**src/rtl/alu_iter_exec_if.sv**
```systemverilog
// Handshake bundle for the iterative execute-stage ALU.
// master: upstream/consumer side; slave: the ALU itself.
interface alu_iter_exec_if #(
  parameter int DATA_WIDTH = 32
);
  logic                  in_valid;
  logic                  in_ready;
  logic [3:0]            Operation;
  logic [DATA_WIDTH-1:0] SrcA;
  logic [DATA_WIDTH-1:0] SrcB;
  logic                  out_valid;
  logic                  out_ready;
  logic [DATA_WIDTH-1:0] ALUResult;
  logic                  Branch;
  logic                  Zero;

  modport master (
    output in_valid, Operation, SrcA, SrcB, out_ready,
    input  in_ready, out_valid, ALUResult, Branch, Zero
  );

  modport slave (
    input  in_valid, Operation, SrcA, SrcB, out_ready,
    output in_ready, out_valid, ALUResult, Branch, Zero
  );
endinterface

```
**src/rtl/alu_iter_exec.sv**
```systemverilog
// Execute ALU: 1-cycle simple ops, 1-bit/cycle iterative shifts.
// Ports: clk, reset (async high), bus (slave). ALU_FAST_SHIFT_EN = barrel.
module alu_iter_exec #(
  parameter int DATA_WIDTH = 32,
  parameter int SHAMT_W    = $clog2(DATA_WIDTH)
) (
  input  logic             clk,
  input  logic             reset,
  alu_iter_exec_if.slave   bus
);
  localparam logic [3:0] OP_AND = 4'b0000;
  localparam logic [3:0] OP_OR  = 4'b0001;
  localparam logic [3:0] OP_ADD = 4'b0010;
  localparam logic [3:0] OP_SUB = 4'b0011;
  localparam logic [3:0] OP_XOR = 4'b0100;
  localparam logic [3:0] OP_SRL = 4'b0101;
  localparam logic [3:0] OP_SRA = 4'b0110;
  localparam logic [3:0] OP_SLL = 4'b0111;
  localparam logic [3:0] OP_SLT = 4'b1000;
  localparam logic [3:0] OP_BEQ = 4'b1001;
  localparam logic [3:0] OP_BNE = 4'b1010;
  localparam logic [3:0] OP_BGE = 4'b1011;
  localparam logic [3:0] OP_BLT = 4'b1100;

`ifdef ALU_FAST_SHIFT_EN
  typedef enum logic [1:0] {IDLE, DONE} state_t;
`else
  typedef enum logic [1:0] {IDLE, SHIFT, DONE} state_t;
`endif

  state_t                state;
  logic [DATA_WIDTH-1:0] res;
  logic                  br;
  logic                  zero;

  logic [DATA_WIDTH-1:0] a;
  logic [DATA_WIDTH-1:0] b;
  logic [DATA_WIDTH-1:0] diff;
  logic [SHAMT_W-1:0]    sh;
  logic                  lt;
  logic                  is_shift;
  logic [DATA_WIDTH-1:0] calc_res;
  logic                  calc_br;
  logic                  ready;
  logic                  start;

  assign a    = bus.SrcA;
  assign b    = bus.SrcB;
  assign diff = a - b;
  assign sh   = b[SHAMT_W-1:0];
  assign lt   = $signed(a) < $signed(b);

  assign is_shift = (bus.Operation == OP_SRL) ||
                    (bus.Operation == OP_SRA) ||
                    (bus.Operation == OP_SLL);

  // Shift cases only matter here when the barrel is built or sh == 0.
  always_comb begin
    calc_res = '0;
    calc_br  = 1'b0;
    case (bus.Operation)
      OP_AND: calc_res = a & b;
      OP_OR:  calc_res = a | b;
      OP_ADD: calc_res = a + b;
      OP_SUB: calc_res = diff;
      OP_XOR: calc_res = a ^ b;
`ifdef ALU_FAST_SHIFT_EN
      OP_SRL: calc_res = a >> sh;
      OP_SRA: calc_res = $unsigned($signed(a) >>> sh);
      OP_SLL: calc_res = a << sh;
`else
      OP_SRL: calc_res = a;
      OP_SRA: calc_res = a;
      OP_SLL: calc_res = a;
`endif
      OP_SLT: calc_res = {{(DATA_WIDTH-1){1'b0}}, lt};
      OP_BEQ: begin
        calc_res = diff;
        calc_br  = (a == b);
      end
      OP_BNE: begin
        calc_res = diff;
        calc_br  = (a != b);
      end
      OP_BGE: begin
        calc_res = diff;
        calc_br  = !lt;
      end
      OP_BLT: begin
        calc_res = diff;
        calc_br  = lt;
      end
      default: begin
        calc_res = '0;
        calc_br  = 1'b0;
      end
    endcase
  end

  assign ready = !reset &&
                 ((state == IDLE) ||
                  ((state == DONE) && bus.out_ready));
  assign start = bus.in_valid && ready;

`ifndef ALU_FAST_SHIFT_EN
  logic [SHAMT_W-1:0]    cnt;
  logic [3:0]            sop;
  logic [DATA_WIDTH-1:0] step;

  always_comb begin
    step = '0;
    case (sop)
      OP_SRL:  step = {1'b0, res[DATA_WIDTH-1:1]};
      OP_SRA:  step = {res[DATA_WIDTH-1], res[DATA_WIDTH-1:1]};
      default: step = {res[DATA_WIDTH-2:0], 1'b0};
    endcase
  end
`endif

  always_ff @(posedge clk or posedge reset) begin
    if (reset) begin
      state <= IDLE;
      res   <= '0;
      br    <= 1'b0;
      zero  <= 1'b1;
`ifndef ALU_FAST_SHIFT_EN
      cnt   <= '0;
      sop   <= '0;
`endif
    end else begin
      case (state)
`ifndef ALU_FAST_SHIFT_EN
        SHIFT: begin
          res <= step;
          cnt <= cnt - 1'b1;
          if (cnt == SHAMT_W'(1)) begin
            state <= DONE;
            zero  <= (step == '0);
          end
        end
`endif
        default: begin
          if (start) begin
`ifndef ALU_FAST_SHIFT_EN
            if (is_shift && (sh != '0)) begin
              state <= SHIFT;
              res   <= a;
              cnt   <= sh;
              sop   <= bus.Operation;
              br    <= 1'b0;
            end else
`endif
            begin
              state <= DONE;
              res   <= calc_res;
              br    <= calc_br;
              zero  <= (calc_res == '0);
            end
          end else if ((state == DONE) && bus.out_ready) begin
            state <= IDLE;
          end
        end
      endcase
    end
  end

  assign bus.in_ready  = ready;
  assign bus.out_valid = (state == DONE);
  assign bus.ALUResult = res;
  assign bus.Branch    = br;
  assign bus.Zero      = zero;
endmodule

```
**src/flat_wrapper.sv**
```systemverilog
// flat-port wrapper written by rule: the top's interface ports become plain ports
module alu_iter_exec_flat 
#(
  parameter int DATA_WIDTH = 32,
  parameter int SHAMT_W    = $clog2(DATA_WIDTH)
)
  (clk, reset, bus_in_valid, bus_Operation, bus_SrcA, bus_SrcB, bus_out_ready, bus_in_ready, bus_out_valid, bus_ALUResult, bus_Branch, bus_Zero);
  alu_iter_exec_if #(.DATA_WIDTH(DATA_WIDTH)) bus_i ();
  input  logic clk;
  input  logic reset;
  input wire logic [$bits(bus_i.in_valid)-1:0] bus_in_valid;
  input wire logic [$bits(bus_i.Operation)-1:0] bus_Operation;
  input wire logic [$bits(bus_i.SrcA)-1:0] bus_SrcA;
  input wire logic [$bits(bus_i.SrcB)-1:0] bus_SrcB;
  input wire logic [$bits(bus_i.out_ready)-1:0] bus_out_ready;
  output wire logic [$bits(bus_i.in_ready)-1:0] bus_in_ready;
  output wire logic [$bits(bus_i.out_valid)-1:0] bus_out_valid;
  output wire logic [$bits(bus_i.ALUResult)-1:0] bus_ALUResult;
  output wire logic [$bits(bus_i.Branch)-1:0] bus_Branch;
  output wire logic [$bits(bus_i.Zero)-1:0] bus_Zero;
  assign bus_i.in_valid = bus_in_valid;
  assign bus_i.Operation = bus_Operation;
  assign bus_i.SrcA = bus_SrcA;
  assign bus_i.SrcB = bus_SrcB;
  assign bus_i.out_ready = bus_out_ready;
  assign bus_in_ready = bus_i.in_ready;
  assign bus_out_valid = bus_i.out_valid;
  assign bus_ALUResult = bus_i.ALUResult;
  assign bus_Branch = bus_i.Branch;
  assign bus_Zero = bus_i.Zero;
  alu_iter_exec #(.DATA_WIDTH(DATA_WIDTH), .SHAMT_W(SHAMT_W)) u_core (.clk(clk), .reset(reset), .bus(bus_i));
endmodule
```
**config.mk**
```make
export PLATFORM = sky130hd
export DESIGN_NAME = alu_iter_exec_flat
export DESIGN_NICKNAME = d
export VERILOG_FILES = /design/src/rtl/alu_iter_exec_if.sv /design/src/rtl/alu_iter_exec.sv /design/src/flat_wrapper.sv
export SDC_FILE = /design/constraint.sdc
export NUM_CORES = 1
export LEC_CHECK = 0
export BUFFER_PORTS_ARGS = -buffer_cell sky130_fd_sc_hd__buf_2
export CORE_ASPECT_RATIO = 0.7
export CORE_UTILIZATION = 35
export DETAILED_ROUTE_END_ITERATION = 10
export GPL_TIMING_DRIVEN = 0
export SLEW_MARGIN = 20
export SYNTH_ARGS = -nofsm -noshare
export SYNTH_HDL_FRONTEND = slang
export SYNTH_SLANG_ARGS = --single-unit
```
**constraint.sdc**
```tcl
create_clock -name clk -period 3.9 [get_ports clk]
set_clock_uncertainty 0.05 [all_clocks]
set_input_delay 0.78 -clock clk [delete_from_list [all_inputs] [get_ports clk]]
set_output_delay 0.78 -clock clk [all_outputs]
set_load 0.01 [all_outputs]
```
==> run metrics <==
status finished with violations; failing checks setup timing; Synthesis Warnings 0; final-stage net count roughly 1500; vias per inst around 6.3; core area 0.0236 mm^2; critical path endpoint category register; Yosys top cell area share 0.150; Slew headroom 0.394; unrepaired setup endpoints after global routing true; TritonCTS clock tree done; GP Congestion 0.988; Worst R2R End u_core.bus.Zero; critical path arrival ~4.2 ns; Slew Limit Fails 0; critical path class input pin to register; largest net degree at the start of global routing 48; CTS max path bufs 2; Min Hold Slack 0.411 ns; clk slew on worst S/H paths around 0.070 ns; cells on worst reg2reg path 9; drt wl/cell 22.3 um; CTS H-Tree Depth 2; startpoint types input pin; DRC violations left 0; Vias 10300; vias in the first global route 9142; EDFF count, synth 0; Peak VDD IR between 0.2 and 0.3 mV; WHS Path Cells 1; Hold Crit Endpoint u_core.sop[2]; Overall Global Routing Usage 0.284; syn_nets between 1000 and 1500; setup TNS -0.165 ns; sequential element share of the synthesized area 0.134; Top Usage Layer GRT met1; area delta synth->final 27.0%; Yosys cell types 94; ANT cells 0; WL final between 30000 and 40000 um; most frequent cells in the layout 118 x buf_2, 108 x nand2_1, 108 x nor2_1, 92 x inv_1, 88 x ha_1; Initial Utilization 0.357; GRT Residual Overflow 0; Die Wd 188 um; Mean Syn Cell Area just over 7 um^2; final instance area 0.0107 mm^2; num rows 47; top cells by area, synth ha_1 15%, dfrtp_1 13%, a21oi_1 5.2%; TritonCTS Buffers 5; Fmax roughly 0.25 GHz; Final Cycle Share 1.04; First DRT Iteration DRCs ~1200; flops & latches, synth 45; full die area approximately 0.025 mm^2; Mapped Area ~0.0084 mm^2; drt first pass iters 5; Reg-to-Reg Start u_core.state[1]; Die Y between 100 and 150 um; GR Layer Usage met3 0.0639; Post-Place Cells between 1500 and 2000; Clock Latency Late Sink about 0.29 ns; share of layout cells above drive strength 1 0.252; # port buffers approximately 110; commonest non-fill, non-tap cell in the layout buf_2; Crit Path Max Fanout 10; HP Start u_core.sop[2]; final worst slack -0.165 ns; global-route wire length before repair between 50000 and 60000 um; Reg2Reg Setup Slack about 0.63 ns; PwrDens 377 mW/mm^2; Finished Layout Cells between 1500 and 2000; Mapped Cells 1173; Post-Place Cell Area ~0.0094 mm^2; Worst Hold Class register to register; worst slew pin tran between 0.9 and 1 ns; Antenna Violating Nets Remaining 0; Leakage approximately 4.7 nW; root buffer cell clkbuf_16; Util after Layout 0.453; initial antenna violation count 0; Fin. Hold Viols 0; max_cap viols 0; Post-synth ARST share 1.00; post-detail-place hpwl between 20000 and 30000 um; largest area contributor in the netlist ha_1; met2 Use GR 0.382; Worst EP required approximately 4.1 ns; Sink Count 45; endpoints failing setup 1; Top FF cell, synth dfrtp_1; GR Util met1 0.449; Final min period 4.06 ns; Top Ports 108
-- area by class of cell --
cell class                 instances  area [um^2]
buffer                            67          410
clock buffer                       6          129
sequential                        45         1130
tap                              318          398
multi-input combinational        956         7380
timing repair buffer             141          828
fill                            2450        12900
inverter                         103          404
clock inverter                     2         38.8
-- stage by stage --
step           worst slack [ns]  power, mW
5_1_grt                  -0.210       4.30
4_1_cts                  -0.176       3.85
3_5_place_dp              -1.29       3.25
2_1_floorplan          0.000363       2.46
3_3_place_gp              -1.24       3.21
6_report                 -0.165       4.04
-- layer usage --
metal / part of all wire / wire, um
met4: 0.018 / 641
met5: 0 / 0
met2: 0.39 / 14200
met3: 0.13 / 4850
met1: 0.46 / 16900
-- critical path, stage by stage --
cell,delay (ns)
buf_2,0.13
buf_6,0.16
maj3_2,0.38
mux2i_4,0.31
buf_6,0.22
buf_2,0.35
o211ai_1,0.15
a21oi_1,0.38
nand4_1,0.21
or4_4,0.59
or4_4,0.45
o21ai_2,0.12
-- cells in the mapped netlist (all sizes together), types with 7 or more instances --
master / count
o221ai: 29
o2111ai: 7
nand2: 112
a221o: 11
buf: 39
nor3: 27
nor2b: 20
a211oi: 19
o211ai: 14
nor2: 113
mux2i: 39
a21o: 12
nand3: 38
clkbuf: 30
nand2b: 16
nand4: 16
a31oi: 19
o21ai: 71
nor4: 14
o31ai: 19
o22ai: 13
and3: 8
dfrtp: 44
ha: 101
inv: 103
and2: 9
a221oi: 16
a21oi: 91
o21bai: 11
or3: 8
-- state kept, by name (all words and copies together), names as in the netlist --
name                  flops
u_core.bus.Branch         1
u_core.bus.Zero           1
u_core.bus.ALUResult     32
u_core.sop                4
u_core.state              2
u_core.cnt                5
-- repair_timing --
item,CTS,global route
setup endpoints to repair,7,6
pin swaps,29,45
hold endpoints to repair,0,0
cloned,0,0
buffers inserted,17,16
hold buffers,0,0
gates resized for setup,94,112
-- logic make-up (layout without fill, tap and decap cells) --
logic type / Yosys count / count (layout) / share of synthesized area
AND/OR/NAND/NOR: 407 / 407 / 0.233
AO/OA/AOI/OAI: 399 / 399 / 0.334
buffers and inverters: 172 / 319 / 0.0874
adder cells (fa/ha/maj): 104 / 104 / 0.156
flip-flops: 45 / 45 / 0.134
multiplexers: 43 / 43 / 0.0525
XOR/XNOR: 3 / 3 / 0.00311
-- where the power goes --
group | switching (mW) | total, mW | internal, mW | leakage (nW)
clock network | 0.184 | 0.488 | 0.304 | 0.0810
registers | 0.309 | 0.976 | 0.668 | 0.569
logic | 1.54 | 2.58 | 1.04 | 4.06
-- worst max-delay path by stage --
stage | startpoint | to | slack [ns]
detailed placement | bus_SrcA[7] | u_core.bus.Zero | -1.29
finish | bus_Operation[0] | u_core.bus.Zero | -0.16
CTS | bus_SrcA[0] | u_core.bus.Zero | -0.18
floorplan | bus_SrcB[0] | u_core.bus.Zero | 0.0004
global placement | bus_SrcA[7] | u_core.bus.Zero | -1.24
global route | bus_SrcA[14] | u_core.bus.Zero | -0.21
Note: power is estimated with default switching activity, not from simulation.
